$ cat config.mk
export PLATFORM = sky130hd
export DESIGN_NAME = adiabatic_pclk_gen
export DESIGN_NICKNAME = d
export VERILOG_FILES = /design/src/rtl/adiabatic_pkg.sv /design/src/rtl/adiabatic_pclk_phase.sv /design/src/rtl/adiabatic_pclk_gen.sv
export SDC_FILE = /design/constraint.sdc
export NUM_CORES = 1
export LEC_CHECK = 0
export BUFFER_PORTS_ARGS = -buffer_cell sky130_fd_sc_hd__buf_2
export CORE_ASPECT_RATIO = 1.5
export CORE_MARGIN = 4
export CORE_UTILIZATION = 50
export DETAILED_ROUTE_END_ITERATION = 12
export PLACE_DENSITY = 0.74
export REMOVE_ABC_BUFFERS = 1
export SYNTH_ARGS = -nofsm -noshare
export SYNTH_HDL_FRONTEND = slang
export SYNTH_HIERARCHICAL = 1
export SYNTH_SLANG_ARGS = --single-unit
$ cat constraint.sdc
create_clock -name clk -period 1.9 [get_ports clk]
set_clock_uncertainty 0.15 [all_clocks]
set_input_delay 0.38 -clock clk [delete_from_list [all_inputs] [get_ports clk]]
set_output_delay 0.38 -clock clk [all_outputs]
set_load 0.1 [all_outputs]
$ cat src/rtl/adiabatic_pkg.sv
// Shared types and helpers for the adiabatic power-clock sequencer.
// Imported by adiabatic_pclk_gen and adiabatic_pclk_phase.
package adiabatic_pkg;

   typedef enum logic [1:0] {
      STOPPED = 2'd0,
      RUN     = 2'd1,
      DRAIN   = 2'd2
   } pclk_state_e;

   typedef enum logic [1:0] {
      RAMP_UP = 2'd0,
      HOLD    = 2'd1,
      RAMP_DN = 2'd2,
      IDLE    = 2'd3
   } interval_e;

   localparam int unsigned IntvW = 2;

   function automatic int unsigned level_max(input int unsigned w);
      return (32'd1 << w) - 32'd1;
   endfunction

endpackage

$ cat src/rtl/adiabatic_pclk_phase.sv
// One trapezoidal power-clock phase: tracks its active flag and registers the
// level code plus the clkpos/clkneg pair for the current interval.
module adiabatic_pclk_phase
   import adiabatic_pkg::*;
#(
   parameter int unsigned LEVEL_W = 3
) (
   input  logic               clk,
   input  logic               rst,
   input  logic [LEVEL_W-1:0] sub,
   input  interval_e          p_i,
   input  logic               drain,
   output logic               active,
   output logic [LEVEL_W-1:0] level,
   output logic               clkpos,
   output logic               clkneg
);

   localparam logic [LEVEL_W-1:0] MaxLvl = LEVEL_W'(level_max(LEVEL_W));

   logic               active_q, active_d;
   logic [LEVEL_W-1:0] level_q, level_d;
   logic               clkpos_q, clkpos_d;
   logic               clkneg_q, clkneg_d;
   logic [LEVEL_W-1:0] ramp;

   always_comb begin
      ramp = '0;
      unique case (p_i)
         RAMP_UP: ramp = sub;
         HOLD:    ramp = MaxLvl;
         RAMP_DN: ramp = MaxLvl - sub;
         IDLE:    ramp = '0;
      endcase
   end

   always_comb begin
      active_d = active_q;
      if (drain) begin
         // Idle ends the pulse; a fresh ramp-up is never started while draining.
         if ((p_i == IDLE) || (p_i == RAMP_UP)) begin
            active_d = 1'b0;
         end
      end else if (p_i == RAMP_UP) begin
         active_d = 1'b1;
      end

      level_d  = active_d ? ramp : '0;
      clkpos_d = active_d & ramp[LEVEL_W-1];
      clkneg_d = active_d & ~ramp[LEVEL_W-1];
   end

   always_ff @(posedge clk or posedge rst) begin
      if (rst) begin
         active_q <= 1'b0;
         level_q  <= '0;
         clkpos_q <= 1'b0;
         clkneg_q <= 1'b0;
      end else begin
         active_q <= active_d;
         level_q  <= level_d;
         clkpos_q <= clkpos_d;
         clkneg_q <= clkneg_d;
      end
   end

   assign active = active_q;
   assign level  = level_q;
   assign clkpos = clkpos_q;
   assign clkneg = clkneg_q;

endmodule

$ cat src/rtl/adiabatic_pclk_gen.sv
// Multi-phase trapezoidal power-clock sequencer for the adiabatic gate rows.
// Define ADIABATIC_PCLK_GEN_STATS_EN to add the saturating frame_cnt output.
module adiabatic_pclk_gen
   import adiabatic_pkg::*;
#(
   parameter int unsigned N_PHASES = 4,
   parameter int unsigned LEVEL_W  = 3
) (
   input  logic                        clk,
   input  logic                        rst,
   input  logic                        run,
`ifdef ADIABATIC_PCLK_GEN_STATS_EN
   output logic [15:0]                 frame_cnt,
`endif
   output logic [N_PHASES*LEVEL_W-1:0] level,
   output logic [N_PHASES-1:0]         clkpos,
   output logic [N_PHASES-1:0]         clkneg,
   output logic                        busy,
   output logic                        frame_done
);

   localparam logic [LEVEL_W-1:0] MaxLvl = LEVEL_W'(level_max(LEVEL_W));
   localparam int unsigned        CtrW   = LEVEL_W + IntvW;

   pclk_state_e        state_q, state_d;
   logic [LEVEL_W-1:0] sub_q, sub_d;
   logic [IntvW-1:0]   intv_q, intv_d;
   logic               frame_done_q, frame_done_d;

   logic [CtrW-1:0]     ctr_inc;
   logic                frame_wrap;
   logic                all_idle;
   logic                phase_drain;
   logic [N_PHASES-1:0] active;

   // sub and intv form one counter: intv advances when sub wraps.
   assign ctr_inc     = {intv_q, sub_q} + CtrW'(1);
   assign frame_wrap  = (sub_q == MaxLvl) && (intv_q == IntvW'(3));
   assign all_idle    = (active == '0);
   assign phase_drain = (state_q != RUN);

   always_comb begin
      state_d      = state_q;
      sub_d        = sub_q;
      intv_d       = intv_q;
      frame_done_d = 1'b0;
      unique case (state_q)
         STOPPED: begin
            sub_d  = '0;
            intv_d = '0;
            if (run) begin
               state_d = RUN;
            end
         end
         RUN: begin
            {intv_d, sub_d} = ctr_inc;
            if (frame_wrap) begin
               frame_done_d = 1'b1;
               if (!run) begin
                  state_d = DRAIN;
               end
            end
         end
         DRAIN: begin
            if (all_idle) begin
               state_d = STOPPED;
               sub_d   = '0;
               intv_d  = '0;
            end else begin
               {intv_d, sub_d} = ctr_inc;
            end
         end
         default: begin
            state_d = STOPPED;
            sub_d   = '0;
            intv_d  = '0;
         end
      endcase
   end

   always_ff @(posedge clk or posedge rst) begin
      if (rst) begin
         state_q      <= STOPPED;
         sub_q        <= '0;
         intv_q       <= '0;
         frame_done_q <= 1'b0;
      end else begin
         state_q      <= state_d;
         sub_q        <= sub_d;
         intv_q       <= intv_d;
         frame_done_q <= frame_done_d;
      end
   end

   assign busy       = (state_q != STOPPED);
   assign frame_done = frame_done_q;

   for (genvar i = 0; i < N_PHASES; i++) begin : g_phase
      interval_e p_i;
      // Phase i lags phase i-1 by one interval (mod 4 arithmetic on intv).
      assign p_i = interval_e'(intv_q - IntvW'(i));

      adiabatic_pclk_phase #(
         .LEVEL_W(LEVEL_W)
      ) u_phase (
         .clk    (clk),
         .rst    (rst),
         .sub    (sub_q),
         .p_i    (p_i),
         .drain  (phase_drain),
         .active (active[i]),
         .level  (level[i*LEVEL_W +: LEVEL_W]),
         .clkpos (clkpos[i]),
         .clkneg (clkneg[i])
      );
   end

`ifdef ADIABATIC_PCLK_GEN_STATS_EN
   logic [15:0] frame_cnt_q, frame_cnt_d;

   always_comb begin
      frame_cnt_d = frame_cnt_q;
      if (frame_done_d && (frame_cnt_q != 16'hFFFF)) begin
         frame_cnt_d = frame_cnt_q + 16'd1;
      end
   end

   always_ff @(posedge clk or posedge rst) begin
      if (rst) begin
         frame_cnt_q <= '0;
      end else begin
         frame_cnt_q <= frame_cnt_d;
      end
   end

   assign frame_cnt = frame_cnt_q;
`endif

endmodule

# After elaboration in Yosys (flattened, before gate mapping)
# Cells that the tools add are included.
# op_classes
n_mux	31
n_bitwise	12
n_reduce_logical	13
add_sub_neg	5
n_eq_ne	20
# ops
cell	count
$pmux 3 s4	4
$eq 2x2->1 const B	9
$mux 3	5
$mux 1	14
$eq 2x1->1 const B	5
$logic_not 2->1	5
$mux 2	5
$and 1x1->1	8
$ne 2x2->1 const B	4
$pmux 2 s3	1
$pmux 3 s2	1
$add 5x1->5 const B	1
$logic_not 4->1	1
$logic_or 1x1->1	4
$not 1->1	4
$pmux 2 s2	1
$reduce_and 4->1	1
$sub 2x2->2 const B	2
$eq 3x3->1 const B	1
$sub 3x3->3 const A	1
$ne 2x1->1 const B	1
$reduce_bool 2->1	1
$sub 2x1->2 const B	1
$logic_and 1x1->1	1
# totals
ff_bits	32
word_cells	101
in_bits	3

# Depth between registers and ports, before layout
# Gate-level depths: netlist (run 1).
# logic_depth
depth_word	6
ltp_mapped	7
mapped_depth_nobuf	7

# Modules after synthesis
# Netlist (run 1), hierarchy kept.
# by_module_without_submodules
module	seq_area_each_um2	instances	area_per_inst_um2	cells_per_inst
adiabatic_pclk_phase	125.1	4	271.5	28
adiabatic_pclk_gen	200.2	1	442.9	45

# Worst setup path before layout (run 1)
# No wires, ideal clock.
# synth_path
path_kind	reg-to-output
from	register, netlist name g_phase[3].u_phase/clkpos
to	output port level[11]
path_stages_with_launch	2
slack_ns	0.046
arrival_ns	1.324
cell_sequence	dfrtp_1 buf_4
# synth_lines
element	line_no	rtl
end: declaration	adiabatic_pclk_gen.sv:15	output logic [N_PHASES*LEVEL_W-1:0] level,

# Worst setup path after layout (run 1)
# layout_path
from	register intv_q[0]
to	register g_phase[1].u_phase.clkneg_q
# layout_between
elab_chain_len	6
elab_cells_between_ends	12
classes_between	add/sub: 1; eq/ne: 3; mux: 4; bitwise: 2; reduce/logical: 2
# layout_rtl
element	line_no	rtl
start: declaration	adiabatic_pclk_gen.sv:27	logic [IntvW-1:0] intv_q, intv_d;
start signal: assignment	adiabatic_pclk_gen.sv:90	intv_q <= intv_d;
$sub 2x1->2 *	adiabatic_pclk_gen.sv:101	assign p_i = interval_e'(intv_q - IntvW'(i));
net g_phase[1].p_i[1]	adiabatic_pclk_gen.sv:99	interval_e p_i;
$eq 2x2->1 or $logic_not 2->1 (tied branches)	adiabatic_pclk_phase.sv:29, adiabatic_pclk_phase.sv:41, adiabatic_pclk_phase.sv:44	
$logic_or 1x1->1	adiabatic_pclk_phase.sv:41	if ((p_i == IDLE) || (p_i == RAMP_UP)) begin
$mux 1	adiabatic_pclk_phase.sv:41	
$mux 1	adiabatic_pclk_phase.sv:39	if (drain) begin
$and 1x1->1 *	adiabatic_pclk_phase.sv:50	clkneg_d = active_d & ~ramp[LEVEL_W-1];
net g_phase[1].u_phase.clkneg_d	adiabatic_pclk_phase.sv:24	logic clkneg_q, clkneg_d;
end signal: assignment	adiabatic_pclk_phase.sv:63	clkneg_q <= clkneg_d;
end: declaration	adiabatic_pclk_phase.sv:24	
# Mark *: on every way through the listed nets, which the timed path passes. The rest lies on a longest branch.
# A chain may end at the register's enable or synchronous reset.

==> results.yml, run 1 <==
status:
  status: "complete, no violations"
global_route:
  grt_overflow_total: 0
  grt_pass1_wl_um: 5180
  grt_max_degree: 17
  grt_usage: 0.175
  grt_pass1_vias: 1171
  antenna_found_initial: 0
placed_design:
  port_buffers: 24
  gp_congestion: 0.754
  dp_hpwl_um: 2370
clock_tree:
  clkSinkCount: 28
  htreeDepth: 1
  cts-buffers-inserted: 3
  clock_latency_ps: 270
  clockBufferDepth: 2
  tritoncts: "yes"
  root_buffer: "clkbuf_8"
  clkSlewWorstSetupHoldPaths_ps: 90
drt:
  wl_um: 3060
  drtIter0Drc: 34
  final_antenna_net_count: 0
  dr.pass1.iters: 4
  num_vias: 1121
  drc: 0
  vias_per_cell: 5.00
  wl_per_cell_um: 13.7
hold_path:
  min_delay_worst_endpoint: "state_q[1]$_DFFE_PP0P_"
  holdPathStages: 3
  hold_path.class: "input port to register"
  min_from: "run"
critical_path:
  rr_endpoint: "g_phase[1].u_phase/clkneg$_DFF_PP0_"
  cp-startpoint: "intv_q[0]$_DFF_PP0_"
  worstPathRequired_ps: 1900
  critPathKind: "register to register"
  r2r_cells: 7
  cp_max_fo: 5
  worst-r2r-setup-slack_ps: 110
  end_kind: "register"
  worstPathArrival_ps: 1800
  startpoint_type: "register"
  r2r_start: "intv_q[0]$_DFF_PP0_"
floorplan:
  die_x_um: 53.2
  die_y_um: 75.7
  ios: 25
  rows: 24
  coreArea_um2: 2910
  die_area_um2: 4020
  initial_core_util: 0.525
cells_and_area:
  n_antenna_cell: 0
  fin_nets: 207
  drive_gt1_frac: 0.276
  post-route-util: 0.638
  syn_to_final_growth_pct: 21.6
  nFillCells: 245
synth:
  synth_area_um2: 1530
  synth.top_cell.area_share: 0.458
  synth_common_cells: "inv_1, dfrtp_1, ha_1, nor2_1, nand2_1"
  synth_flop_cell: "dfrtp_1"
  ys_seq_elements: 28
  avgSynthCellArea_um2: 9.74
  synth-edff-count: 0
  yosysTopAreaCell: "dfrtp_1"
  yosysMostFrequentCell: "inv_1"
  synthTopCellsByArea: "dfrtp_1, ha_1, inv_1"
  async_flop_share: 1.00
  synth_cells: 157
  ys_types: 21
  seq_area_frac_synth: 0.458
  synth_warnings: 6
timing:
  finalCritPeriodShare: 0.944
  setup_tns_ps: 0
  fin_crit_ps: 1790
  relSlewSlack: 0.674
  hold_ws_ps: 293
  fmax_ghz: 0.557
  setup_viol: 0
  worstMarginPinSlew_ps: 492
  maxSlewViolCount: 0
  rsz0062_at_grt: "false"
  hold_violations: 0
pwr:
  power_leakage_nw: 1.02
  totalPowerFinal_mw: 1.88
  ir_drop_uv: 731
  powerDensity_nw_per_um2: 1010
flow_run:
  drv_cap: 0
==> power by group <==
part | total, mW | switching, mW | internal (mW)
clock | 0.454 | 0.172 | 0.282
combinational | 0.722 | 0.526 | 0.196
sequential | 0.699 | 0.0432 | 0.656
total | 1.88 | 0.741 | 1.13
==> cell type report <==
cell class | count | area, um^2 | share of cell area
clock buffers | 3 | 41.3 | 0.0222
clock inverters | 1 | 30.0 | 0.0162
inverters | 35 | 131 | 0.0707
multi-input cells | 90 | 739 | 0.398
flip-flops and latches | 28 | 701 | 0.377
well taps | 39 | 48.8 | 0.0262
repair buffers | 28 | 168 | 0.0902
==> cell families after synthesis <==
group | after synthesis | share of synthesized area
and+or+nand+nor | 47 | 0.154
buffers and inverters | 39 | 0.106
DFF | 28 | 0.458
AOI/OAI and AO/OA | 23 | 0.124
adders and majority gates | 18 | 0.147
xor gates and xnor gates | 2 | 0.0115
==> stage by stage <==
step	setup WS (ps)	instances	area [um^2]
2_1_floorplan	-109	153	1500
3_3_place_gp	77.9	218	1700
3_5_place_dp	8.42	218	1700
4_1_cts	25.1	224	1790
5_1_grt	7.38	224	1860
6_report	106	224	1860
==> state kept, by name, indices dropped and copies added, names as in the netlist <==
register,count
sub_q,3
g_phase.u_phase/clkpos,4
frame_done,1
state_q,2
g_phase.u_phase/level,8
intv_q,2
g_phase.u_phase/active,4
g_phase.u_phase/clkneg,4
==> repair_timing <==
item / in CTS / in global routing
setup endpoints to repair: 2 / 14
gates cloned: 0 / 0
gates resized for setup: 0 / 16
hold buffers: 1 / 0
pin swaps: 1 / 2
endpoints found under the hold margin: 28 / 0
buffers inserted: 1 / 0
==> worst max-delay path by stage <==
stage                                             to  slack (ps)  depth (start not counted)
4_1_cts        g_phase[1].u_phase/level[0]$_DFF_PP0_          30                          7
2_1_floorplan                              clkpos[0]        -110                          0
5_1_grt          g_phase[3].u_phase/clkneg$_DFF_PP0_           7                          7
3_3_place_gp   g_phase[1].u_phase/level[0]$_DFF_PP0_          80                          7
6_report         g_phase[1].u_phase/clkneg$_DFF_PP0_         110                          7
3_5_place_dp   g_phase[1].u_phase/level[0]$_DFF_PP0_           8                          7
==> layer usage <==
metal	track usage	up-vias	routed length (um)
li1	-	548	-
met1	0.181	545	1100
met2	0.343	24	1810
met3	0.0254	4	113
met4	0.0710	0	37
met5	0	-	0
==> placed cells by master (no fill, tap or decap), types with 2 or more instances in the layout <==
| master | count |
|---|---|
| inv_1 | 32 |
| dfrtp_1 | 28 |
| buf_2 | 23 |
| ha_1 | 14 |
| nor2_1 | 13 |
| nand2_1 | 9 |
| nor2b_1 | 8 |
| nand2b_1 | 7 |
| a21oi_1 | 5 |
| and2b_1 | 4 |
| a221oi_1 | 4 |
| a221oi_2 | 4 |
| inv_2 | 3 |
| ha_2 | 3 |
| clkbuf_8 | 3 |
| buf_4 | 3 |
| nand3_1 | 2 |
| xnor2_1 | 2 |
| a21oi_2 | 2 |
| a21oi_4 | 2 |
| nor2_2 | 2 |
==> critical path, stage by stage, from the launching register on <==
cell and delay [ps]:
dfrtp_1 420, ha_4 280, inv_1 50, inv_1 70, ha_2 270, nand2b_4 150
a21oi_4 220, nor2_1 80
Power figures use the tool's default switching activity.
==> run 2, diff against run 1 <==
==> constraint.sdc (replaced) <==
create_clock -name clk -period 1.9 [get_ports clk]
set_clock_uncertainty 0.15 [all_clocks]
set_input_delay 0.285 -clock clk [delete_from_list [all_inputs] [get_ports clk]]
set_output_delay 0.285 -clock clk [all_outputs]
set_load 0.1 [all_outputs]
==> results.yml, run 2 (same netlist as run 1, synthesis figures left out) <==
floorplan:
  ios: 25
  die_x_um: 53.2
  rows: 24
  coreArea_um2: 2910
  die_area_um2: 4020
  die_y_um: 75.7
  initial_core_util: 0.525
global_route:
  grt_usage: 0.175
  grt_overflow_total: 0
  antenna_found_initial: 0
  grt_max_degree: 17
  grt_pass1_vias: 1171
  grt_pass1_wl_um: 5180
drt:
  drtIter0Drc: 36
  wl_um: 3070
  wl_per_cell_um: 13.7
  dr.pass1.iters: 4
  vias_per_cell: 5.03
  drc: 0
  num_vias: 1126
  final_antenna_net_count: 0
clock_tree:
  cts-buffers-inserted: 3
  root_buffer: "clkbuf_8"
  tritoncts: "yes"
  clkSinkCount: 28
  clockBufferDepth: 2
  htreeDepth: 1
  clock_latency_ps: 270
  clkSlewWorstSetupHoldPaths_ps: 90
timing:
  relSlewSlack: 0.674
  setup_tns_ps: 0
  fmax_ghz: 0.558
  maxSlewViolCount: 0
  setup_viol: 0
  fin_crit_ps: 1790
  worstMarginPinSlew_ps: 492
  hold_violations: 0
  finalCritPeriodShare: 0.944
cells_and_area:
  fin_nets: 207
  nFillCells: 246
  drive_gt1_frac: 0.265
  final_common_cell: "inv_1"
  largest_register_ffs: 8
  syn_to_final_growth_pct: 21.4
  n_antenna_cell: 0
  final-seq-area_um2: 701
  multi_input_area_um2: 737
  most-common-layout-cells: "inv_1, dfrtp_1, buf_2"
pwr:
  ir_drop_uv: 731
  powerDensity_nw_per_um2: 1010
  power_leakage_nw: 1.03
  totalPowerFinal_mw: 1.87
placed_design:
  gp_congestion: 0.754
  dp_hpwl_um: 2370
  port_buffers: 24
hold_path:
  holdPathStages: 3
  hold_path.class: "input port to register"
critical_path:
  cpMostUsedCell: "inv_1"
  worst-r2r-setup-slack_ps: 110
  worstPathCellList: "ha_4 > inv_1 > inv_1 > ha_2 > nand2b_4 > a21oi_4 > nor2_1"
  cp_max_fo: 5
  critical-path-slowest-cell: "dfrtp_1"
  worstPathRequired_ps: 1910
  worstPathArrival_ps: 1800
  end_kind: "register"
  r2r_cells: 7
  critPathKind: "register to register"
  startpoint_type: "register"
  rr_endpoint: "g_phase[1].u_phase/clkneg$_DFF_PP0_"
  r2r_start: "intv_q[0]$_DFF_PP0_"
  cp-startpoint: "intv_q[0]$_DFF_PP0_"
  critPathMaxStageDelay_ps: 420
  setup.worst_path.end: "g_phase[1].u_phase/clkneg$_DFF_PP0_"
status:
  status: "complete, no violations"
flow_run:
  drv_cap: 0
## run 2: cell counts in the layout (fill, tap and decap cells not counted)
No cell type changed its count.
## run 2: power breakdown
| group | internal (mW) | total, mW | switching (mW) | leakage (nW) |
|---|---|---|---|---|
| logic | 0.193 | 0.718 | 0.525 | 0.608 |
| clock network | 0.282 | 0.455 | 0.173 | 0.0357 |
| registers | 0.656 | 0.699 | 0.0431 | 0.382 |
| total | 1.13 | 1.87 | 0.742 | 1.03 |
## run 2: worst min-delay path by stage
stage               slack (ps)  startpoint                                    end
CTS                        200         run                 state_q[1]$_DFFE_PP0P_
finish                     200         run                 state_q[1]$_DFFE_PP0P_
floorplan                  -90         rst    g_phase[0].u_phase/active$_DFF_PP0_
global placement            90         rst    g_phase[1].u_phase/clkpos$_DFF_PP0_
detailed placement          90         rst  g_phase[1].u_phase/level[0]$_DFF_PP0_
global route               220         run                 state_q[1]$_DFFE_PP0P_
## run 2: metrics by stage
step | worst slack, ps | std cells | utilization | hold WS (ps) | cell area (um^2)
after floorplan | -13.7 | 153 | - | -86.5 | 1500
after global placement | 77.9 | 218 | 0.583 | 93.0 | 1700
after detailed placement | 8.42 | 218 | 0.583 | 92.8 | 1700
after CTS | 25.1 | 224 | 0.613 | 198 | 1790
after global routing | -7.64 | 224 | 0.637 | 215 | 1860
final | 107 | 224 | 0.637 | 198 | 1860
## run 2: worst max-delay path, delay by kind of cell, from the launching register on
family	cells	cell delay (ps)
AND/OR/NAND/NOR	2	230
buffers and inverters	2	120
AO/OA/AOI/OAI	1	210
flip-flops	1	420
adder cells (fa/ha/maj)	2	550
## run 2: routing by layer
metal / share of wire / global-route usage
met4: 0.013 / 0.0710
met5: 0 / 0
met3: 0.036 / 0.0254
met1: 0.36 / 0.181
met2: 0.59 / 0.343
## run 2: final cells by class
class | count | share of cell area
Tap cell | 39 | 0.0263
Multi-Input combinational cell | 90 | 0.397
Clock inverter | 1 | 0.0162
Inverter | 35 | 0.0708
Timing Repair Buffer | 28 | 0.0903
Clock buffer | 3 | 0.0222
Sequential cell | 28 | 0.377
## run 2: what timing repair did
item	in CTS	in global routing
endpoints found under the hold margin	28	0
buffers inserted	1	0
resized for setup	0	14
pin swaps	1	2
endpoints found under the setup margin	2	13
hold buffers	1	0
==> run 3, diff against run 2 <==
--- a/config.mk
+++ b/config.mk
@@ -10,7 +10,7 @@
 export CORE_MARGIN = 4
 export CORE_UTILIZATION = 50
 export DETAILED_ROUTE_END_ITERATION = 12
-export PLACE_DENSITY = 0.74
+export PLACE_DENSITY = 0.79
 export REMOVE_ABC_BUFFERS = 1
 export SYNTH_ARGS = -nofsm -noshare
 export SYNTH_HDL_FRONTEND = slang
==> results.yml, run 3 (same netlist as run 1, synthesis figures left out) <==
cells_and_area:
  post-route-util: 0.621
  multi_input_area_um2: 713
  drive_gt1_frac: 0.239
  fin_nets: 207
  final_common_cell: "inv_1"
  largest_register_ffs: 8
  nFillCells: 252
  final_area_um2: 1810
  syn_to_final_growth_pct: 18.2
  n_antenna_cell: 0
  final-seq-area_um2: 702
  most-common-layout-cells: "inv_1, dfrtp_1, buf_2"
timing:
  worstMarginPinSlew_ps: 490
  setup_viol: 0
  fmax_ghz: 0.554
  finalCritPeriodShare: 0.949
  rsz0062_at_grt: "true"
  maxSlewViolCount: 0
  fin_crit_ps: 1800
  worst_slack_ps: 96.2
  relSlewSlack: 0.676
  hold_violations: 0
clock_tree:
  root_buffer: "clkbuf_8"
  clockBufferDepth: 2
  clkSinkCount: 28
  clock_latency_ps: 260
  tritoncts: "yes"
  cts-buffers-inserted: 3
  clkSlewWorstSetupHoldPaths_ps: 90
  htreeDepth: 1
drt:
  wl_um: 2930
  drtIter0Drc: 26
  dr.pass1.iters: 4
  drc: 0
  final_antenna_net_count: 0
  num_vias: 1117
  wl_per_cell_um: 13.1
  vias_per_cell: 5.01
global_route:
  use_met2: 0.331
  grt_overflow_total: 0
  grt_usage: 0.167
  grt_pass1_wl_um: 4890
  grt_pass1_vias: 1160
  gr-usage-met3: 0.0235
  grt_max_degree: 15
  antenna_found_initial: 0
  grt-busiest-layer: "met2"
  met1_usage: 0.162
pwr:
  ir_drop_uv: 1010
  power_leakage_nw: 0.999
  totalPowerFinal_mw: 1.70
  powerDensity_nw_per_um2: 939
placed_design:
  port_buffers: 24
  gp_congestion: 0.801
  dp_slack_ps: -3.01
  dp_hpwl_um: 2250
  dpl-instance-area_um2: 1690
hold_path:
  hold_path.class: "input port to register"
floorplan:
  rows: 24
  ios: 25
  die_y_um: 75.7
  coreArea_um2: 2910
  initial_core_util: 0.525
  die_x_um: 53.2
  die_area_um2: 4020
status:
  status: "complete, no violations"
critical_path:
  startpoint_type: "register"
  end_kind: "register"
  cp_max_fo: 5
  critPathKind: "register to register"
  worstPathArrival_ps: 1800
  worstPathRequired_ps: 1900
  worst-r2r-setup-slack_ps: 100
flow_run:
  drv_cap: 0
-- run 3: changes by cell type in the layout (fill, tap and decap cells not counted), moves of 2 or more --
cell	previous run	this run
nor2_1	13	15
a221oi_1	4	7
nor2_2	2	0
a221oi_2	4	1
-- run 3: layout make-up --
cell class / count / share of cell area
repair buffers: 28 / 0.0927
multi-input cells: 90 / 0.394
flip-flops and latches: 28 / 0.388
inverters: 35 / 0.0747
well taps: 39 / 0.0270
clock buffers: 3 / 0.0228
-- run 3: what timing repair did --
item,in CTS,in global routing
endpoints found under the setup margin,3,14
resized for setup,1,9
gates cloned,0,0
buffers inserted,0,2
pin swaps,1,2
endpoints found under the hold margin,28,0
hold buffers,1,0
-- run 3: final timing paths --
path,endpoint,start,depth (start not counted)
max,g_phase[1].u_phase/level[1]$_DFF_PP0_,intv_q[1]$_DFF_PP0_,7
min,state_q[1]$_DFFE_PP0P_,run,3
max reg2reg,g_phase[1].u_phase/level[1]$_DFF_PP0_,intv_q[1]$_DFF_PP0_,7
min reg2reg,g_phase[0].u_phase/active$_DFF_PP0_,g_phase[0].u_phase/active$_DFF_PP0_,2
max in group asynchronous,intv_q[1]$_DFF_PP0_,rst,3
min in group asynchronous,g_phase[3].u_phase/clkpos$_DFF_PP0_,rst,3
-- run 3: worst max-delay path, cell delays in order (launching register included) --
cell,delay (ps)
dfrtp_2,440
ha_4,290
inv_1,50
inv_1,70
ha_2,260
nand2b_4,140
a21oi_4,210
a221oi_1,70
-- run 3: where the power goes --
group          switching, mW  internal (mW)
logic                  0.495          0.179
registers             0.0617          0.655
clock network          0.164          0.142
total                  0.720          0.977
-- run 3: layer usage --
layer  part of all wire  up-vias  wire length (um)
li1                   -      547                 -
met1               0.38      539              1120
met2               0.57       27              1660
met3              0.035        4               104
met4              0.016        0                47
met5                  0        -                 0
-- run 3: through the flow --
stage	instances	TNS [ps]	hold slack, ps
after CTS	221	0	196
after global routing	223	-21.7	215
after detailed placement	217	-5.51	98.0
final	223	0	207
after global placement	217	0	91.8
after floorplan	153	-110	-86.5
